**config.mk**
```make
export PLATFORM = sky130hd
export DESIGN_NAME = uart_rx_fifo
export DESIGN_NICKNAME = d
export VERILOG_FILES = /design/src/rtl/uart_rx_fifo.sv
export SDC_FILE = /design/constraint.sdc
export NUM_CORES = 1
export LEC_CHECK = 0
export BUFFER_PORTS_ARGS = -buffer_cell sky130_fd_sc_hd__buf_2
export CORE_UTILIZATION = 65
export CTS_BUF_LIST = sky130_fd_sc_hd__clkbuf_16
export CTS_CLUSTER_DIAMETER = 120
export DETAILED_ROUTE_END_ITERATION = 10
export PLACE_DENSITY = 0.91
export SYNTH_ARGS = -nofsm -noshare
export SYNTH_HDL_FRONTEND = slang
export SYNTH_SLANG_ARGS = --single-unit
```
**constraint.sdc**
```tcl
create_clock -name i_clk -period 4 [get_ports i_clk]
set_input_delay 1.2 -clock i_clk [delete_from_list [all_inputs] [get_ports i_clk]]
set_output_delay 1.2 -clock i_clk [all_outputs]
set_load 0.02 [all_outputs]
```
**src/rtl/uart_rx_fifo.sv**
```systemverilog
// Receive-side byte FIFO behind uart_rx with XON/XOFF flow-control requests for uart_tx.
// The FIFO has no backpressure on the write side, so bytes that arrive while it is full are dropped and flagged.
module uart_rx_fifo #(
    parameter int DEPTH      = 64,
    parameter int HIGH_WATER = 48,
    parameter int LOW_WATER  = 16,
    parameter int FLOW_EN    = 1
) (
    input  logic                     i_clk,
    input  logic                     i_rst,
    input  logic [7:0]               i_data,
    input  logic                     i_valid,
    output logic [7:0]               o_data,
    output logic                     o_valid,
    input  logic                     i_ready,
    output logic [7:0]               o_tx_data,
    output logic                     o_tx_valid,
    input  logic                     i_tx_ready,
    output logic [$clog2(DEPTH):0]   o_level,
    output logic                     o_overflow,
    input  logic                     i_clr_overflow
);

    localparam int AW = $clog2(DEPTH);
    localparam logic [AW:0] C_DEPTH = (AW+1)'(DEPTH);
    localparam logic [AW:0] C_HIGH  = (AW+1)'(HIGH_WATER);
    localparam logic [AW:0] C_LOW   = (AW+1)'(LOW_WATER);
    localparam logic [7:0]  C_XON   = 8'h11;
    localparam logic [7:0]  C_XOFF  = 8'h13;

    localparam logic [1:0] S_RUN       = 2'd0;
    localparam logic [1:0] S_SEND_XOFF = 2'd1;
    localparam logic [1:0] S_STOPPED   = 2'd2;
    localparam logic [1:0] S_SEND_XON  = 2'd3;

    logic [7:0]    r_mem [DEPTH];
    logic [AW-1:0] r_wr_ptr;
    logic [AW-1:0] r_rd_ptr;
    logic [AW:0]   r_count;
    logic          r_overflow;
    logic [1:0]    r_state;
    logic          r_tx_valid;
    logic [7:0]    r_tx_data;

    logic w_full;
    logic w_nonempty;
    logic w_pop;
    logic w_push;
    logic w_drop;

    assign w_full     = (r_count == C_DEPTH);
    assign w_nonempty = (r_count != '0);
    assign w_pop      = w_nonempty && i_ready;
    // A pop in the same cycle frees the head slot, so a full FIFO can still accept.
    assign w_push     = i_valid && (!w_full || w_pop);
    assign w_drop     = i_valid && w_full && !w_pop;

    always_ff @(posedge i_clk) begin
        if (w_push) begin
            r_mem[r_wr_ptr] <= i_data;
        end
    end

    always_ff @(posedge i_clk) begin
        if (i_rst) begin
            r_wr_ptr <= '0;
            r_rd_ptr <= '0;
            r_count  <= '0;
        end else begin
            if (w_push) begin
                r_wr_ptr <= r_wr_ptr + AW'(1);
            end
            if (w_pop) begin
                r_rd_ptr <= r_rd_ptr + AW'(1);
            end
            case ({w_push, w_pop})
                2'b10:   r_count <= r_count + (AW+1)'(1);
                2'b01:   r_count <= r_count - (AW+1)'(1);
                default: r_count <= r_count;
            endcase
        end
    end

    // Set has priority over clear so a drop coinciding with a clear is never lost.
    always_ff @(posedge i_clk) begin
        if (i_rst) begin
            r_overflow <= 1'b0;
        end else if (w_drop) begin
            r_overflow <= 1'b1;
        end else if (i_clr_overflow) begin
            r_overflow <= 1'b0;
        end
    end

    always_ff @(posedge i_clk) begin
        if (i_rst) begin
            r_state    <= S_RUN;
            r_tx_valid <= 1'b0;
            r_tx_data  <= 8'h00;
        end else begin
            case (r_state)
                S_RUN: begin
                    if ((FLOW_EN != 0) && (r_count >= C_HIGH)) begin
                        r_state    <= S_SEND_XOFF;
                        r_tx_valid <= 1'b1;
                        r_tx_data  <= C_XOFF;
                    end
                end
                S_SEND_XOFF: begin
                    if (i_tx_ready) begin
                        r_state    <= S_STOPPED;
                        r_tx_valid <= 1'b0;
                        r_tx_data  <= 8'h00;
                    end
                end
                S_STOPPED: begin
                    if (r_count <= C_LOW) begin
                        r_state    <= S_SEND_XON;
                        r_tx_valid <= 1'b1;
                        r_tx_data  <= C_XON;
                    end
                end
                default: begin
                    if (i_tx_ready) begin
                        r_state    <= S_RUN;
                        r_tx_valid <= 1'b0;
                        r_tx_data  <= 8'h00;
                    end
                end
            endcase
        end
    end

    assign o_data     = r_mem[r_rd_ptr];
    assign o_valid    = w_nonempty;
    assign o_level    = r_count;
    assign o_overflow = r_overflow;
    assign o_tx_valid = r_tx_valid;
    assign o_tx_data  = r_tx_data;

endmodule
```
Word-level counts from Yosys, hierarchy flattened --
Memories as Yosys holds them, arrays and structs flattened. A register that Yosys moved wholly into a read port is not among the register bits. Index checks and enable logic that the tools add are counted. Widths: inputs -> output; s select.
Cells by class: add/sub/neg operators 4, magnitude comparators 2, equality and inequality tests 8, muxes and demuxes 20, reduce and logical (&&, ||, !) cells 14
Operator list (number):
- $mux 8 | 3
- $pmux 8 s2 | 1
- $pmux 7 s2 | 1
- $add 6x1->6 const B | 2
- $mux 6 | 2
- $mux 2 | 4
- $add 7x1->7 const B | 1
- $eq 7x7->1 const B | 1
- $ge 7x6->1 const B | 1
- $le 7x5->1 const B | 1
- $mux 1 | 7
- $reduce_bool 7->1 | 1
- $sub 7x1->7 const B | 1
- $ne 2x2->1 const B | 3
- $pmux 2 s3 | 1
- $eq 2x1->1 const B | 2
- $eq 2x2->1 const B | 2
- $logic_and 1x1->1 | 4
- $reduce_and 4->1 | 1
- $reduce_bool 2->1 | 2
- $reduce_and 3->1 | 1
- $reduce_bool 3->1 | 1
- $logic_not 1->1 | 2
- $logic_not 2->1 | 1
- other kinds (2) | 2
Word-level totals: bits in registers 31, bits in writable memories 512, input port bits 14, output and inout port bits 26, logic and storage cells 56, memories kept 1
Memory list:
- r_mem | words 64, bits a word 8, rd ports 1, clocked after memory_dff 1, write ports 1, line 36 | logic [7:0] r_mem [DEPTH];

Logic depth before layout (Yosys ltp) --
depth after elaboration 6, mapped depth 10

Worst setup path after synthesis --
OpenSTA, ideal clock, no wires.
path kind register to output, from register (tool-made name), to output port o_data[3], arrival time 1948 ps, data required time 2800 ps, setup slack 852 ps, cell stages (with the launch flop) 9, buffers on the path 3, path through dfxtp_1 > buf_6 > buf_6 > buf_4 > mux4_2 > nor3_1 > a31oi_1 > o211ai_1 > o221ai_1
RTL lines:
- end, declared | line 13 | output logic [7:0] o_data,

==> results.yml <==
status:
  outcome: "finished with violations"
  violated_checks: "negative setup slack"
pwr:
  power.density_nw_per_um2: 566.0
  leakagePower_nw: 8.217
  ir_drop_v: 0.0005506
timing:
  fmaxAchievable_ghz: 0.2366
  final_max_slew_viol_count: 0
  layout_setup_ws_ps: -226.8
  timing.hold.ws_ps: 471.3
  timing_hold_violations_final: 0
  period_share: 1.057
  rsz0062_at_grt: "yes"
  number_of_endpoints_failing_setup_at_the_final_stage: 8
  max_slew_margin: 0.07385
  worstMarginPinSlew_ps: 1389
  finalClockSkew_ps: 28.96
  finalCriticalPeriod_ps: 4227
route:
  routed_wire_length_um: 63850
  detail_route.drc_violations: 0
  vias_per_cell: 7.449
  antenna_violating_nets_left: 0
  total_number_of_vias: 13110
  drt-initial-drc-count: 2640
  drt_pass1_iterations: 9
  routed_wire_length_per_instance_um: 36.28
synthesis:
  yosys_most_used_dff: "sky130_fd_sc_hd__edfxtp_1"
  synth-seq-cells: 542
  synth-warning-count: 0
  synth_edf_count: 512
  yosys.cell_types.count: 61
  synthesis.instances: 1119
  postSynthAreaPerCell_um2: 19.26
  asyncSetResetFlopFracSynth: 0
  synth_seq_area_share: 0.7414
  netlist_area_um2: 21550
floorplanning:
  boundary_pin_count: 40
  initial_utilization: 0.6623
  rows: 66
  die-height_um: 184.1
  floorplan.die.width_um: 184.1
  floorplan.die_area_um2: 33880
  core_um2: 32540
setup_path:
  critical_path.max_fanout: 6
  critical_path.reg2reg.startpoint: "o_level[2]$_SDFFE_PP0P_"
  worstPathArrival_ps: 3030
  depth_of_the_most_critical_reg_to_reg_path: 6
  worstReg2RegEnd: "r_mem[16][2]$_DFFE_PP_"
  critPathKind: "reg2out"
  endpoint_kind: "primary output"
  reg2reg_setup_slack_ps: 1200
  type_of_origin_of_the_critical_path: "flip-flop"
  required_time_reported_for_the_critical_path_endpoint_ps: 2800
clocking:
  clk_root_buffer_cell: "sky130_fd_sc_hd__clkbuf_16"
  cts_buffer_depth: 3
  cts-buffers-inserted: 52
  cts_tree: "done"
  clock-sinks: 542
  clk_latency_ps: 600
  cts_hold_buffers: 0
  ctsHtreeMaxLevel: 2
  worst_setup_hold_path_clk_slew_ps: 70
flow_run:
  max_cap_violation_count: 0
cells_and_area:
  flow.area_growth_from_synthesis_pct: 16.32
  fin_util: 0.7704
  fin_area_um2: 25070
  num-nets-final: 1297
  filler_cell_count: 1555
  layout-drive-gt1-share: 0.3265
global_route:
  number_of_antenna_violations_at_the_first_check_in_global_routing: 3
  grt_util_all_layers: 0.3562
  via_count_of_the_first_global_routing_pass: 12600
  grt_overflow_total: 0
  grt_start_max_net_pins: 65
  grt_pass1_wl_um: 84210
hold_path:
  holdPathEnd: "o_overflow$_SDFFE_PP0P_"
  type_of_the_tightest_min_delay_check: "reg2reg"
  hold_path_start: "o_overflow$_SDFFE_PP0P_"
  hold-path-cell-count: 2
placement:
  portBuffers: 34
  placed_area_um2: 22740
  gpl.final_weighted_congestion: 0.8590
  dp_worst_setup_slack_ps: 292.2
  hpwlAfterDp_um: 30970
[area by class of cell]
type                            instances  area (um^2)  area share
Sequential cell                       542        15990      0.6379
Multi-Input combinational cell        504         5335      0.2128
Timing Repair Buffer                  168         1430     0.05706
Clock buffer                           54         1351     0.05391
Tap cell                              442        553.0     0.02206
Clock inverter                         41        370.4     0.01478
Inverter                                8        33.78    0.001348
Antenna cell                            1        2.502  0.00009984
[flip-flops by register name, summed over array words and instances, names as in the netlist, named ones only]
register    count
o_level         7
o_overflow      1
o_tx_data       2
r_mem         512
r_rd_ptr        6
r_state         2
r_wr_ptr        6
[logic make-up after synthesis]
logic type / synth area share
xor+xnor: 0.004878
flops: 0.7414
other cells: 0.0001740
buf+inv: 0.01963
fa+ha+maj: 0.004064
simple gates: 0.05220
mux: 0.1509
compound gates: 0.02677
[layer usage]
layer,part of all wire,track usage,wire (um),vias up
li1,-,-,-,4822
met1,0.32,0.4778,20150,6427
met2,0.46,0.5533,29280,1456
met3,0.14,0.08380,9058,403
met4,0.084,0.1837,5339,2
met5,0.00025,0,16,-
[cells in the final DEF, fill, tap and decap left out, drive strengths merged, types with 4 or more instances in the layout]
cell    synthesis  final
clkinv          2     24
mux2i          29     29
a22oi           8      8
edfxtp        512    512
clkbuf         23     54
nand2          70     70
a221oi          4      4
mux2            7      7
o22ai           4      4
conb            1      5
ha              7      7
nand4           9      9
a21oi          16     16
buf            46    167
nand3          21     21
nor2b           7      7
and3            4      4
o211ai          6      6
or3             4      4
mux4          128    128
a31oi          11     11
nor2           98     98
o21ai           6      6
bufinv          0      7
xor2            9      9
dfxtp          30     30
nand3b          4      4
inv             6     15
nor3            5      5
[through the flow]
step,instances,TNS (ps),power (mW)
after detailed placement,1625,0,8.694
after CTS,1745,-32.27,13.89
after global placement,1625,0,8.613
final,1760,-681.6,14.19
after global routing,1759,-793.2,14.45
after floorplan,1123,0,8.040
[what timing repair did]
item                       CTS  global route
setup endpoints to repair    8             8
setup buffers               23            14
hold endpoints to repair     0             0
pin swaps                    4             4
cloned                       2             0
gates resized for setup     33            21
[worst max-delay path by stage]
stage | startpoint | cells past startpoint | to
after floorplan | flip-flop | 8 | o_data[3]
after CTS | flip-flop | 8 | o_data[0]
after global routing | flip-flop | 7 | o_data[0]
final | flip-flop | 8 | o_data[0]
after global placement | flip-flop | 8 | o_data[6]
after detailed placement | flip-flop | 8 | o_data[6]
[worst max-delay path: stages (launching register included)]
cell and delay, ps:
sky130_fd_sc_hd__dfxtp_4 460, sky130_fd_sc_hd__buf_4 150, sky130_fd_sc_hd__buf_4 130, sky130_fd_sc_hd__mux4_2 590
sky130_fd_sc_hd__a22oi_2 290, sky130_fd_sc_hd__nand2_2 160, sky130_fd_sc_hd__a211oi_2 330, sky130_fd_sc_hd__a31oi_2 80
sky130_fd_sc_hd__buf_4 230
[synth_stat cells (7+ instances only)]
cell type                  instances  share of area
sky130_fd_sc_hd__nand2_1          64          0.011
sky130_fd_sc_hd__dfxtp_1          30          0.028
sky130_fd_sc_hd__mux4_2          128           0.13
sky130_fd_sc_hd__xor2_1            9         0.0037
sky130_fd_sc_hd__nand4_1           8         0.0023
sky130_fd_sc_hd__mux2i_1          29          0.013
sky130_fd_sc_hd__clkbuf_1         21         0.0037
sky130_fd_sc_hd__a21oi_1          16         0.0037
sky130_fd_sc_hd__buf_2            12         0.0028
sky130_fd_sc_hd__nor2b_1           7         0.0020
sky130_fd_sc_hd__ha_1              7         0.0041
sky130_fd_sc_hd__buf_1             9         0.0016
sky130_fd_sc_hd__nor2_1           98          0.017
sky130_fd_sc_hd__a22oi_1           8         0.0028
sky130_fd_sc_hd__a31oi_1          10         0.0029
sky130_fd_sc_hd__nand3_1          20         0.0046
sky130_fd_sc_hd__edfxtp_1        512           0.71
sky130_fd_sc_hd__buf_4            19         0.0066
sky130_fd_sc_hd__mux2_2            7         0.0037
[power breakdown]
part	switching, mW	internal (mW)	total (mW)
combinational	1.45	1.19	2.64
clock	2.22	2.89	5.11
sequential	0.146	6.29	6.44
total	3.82	10.4	14.2
(Power assumes the default switching activity.)
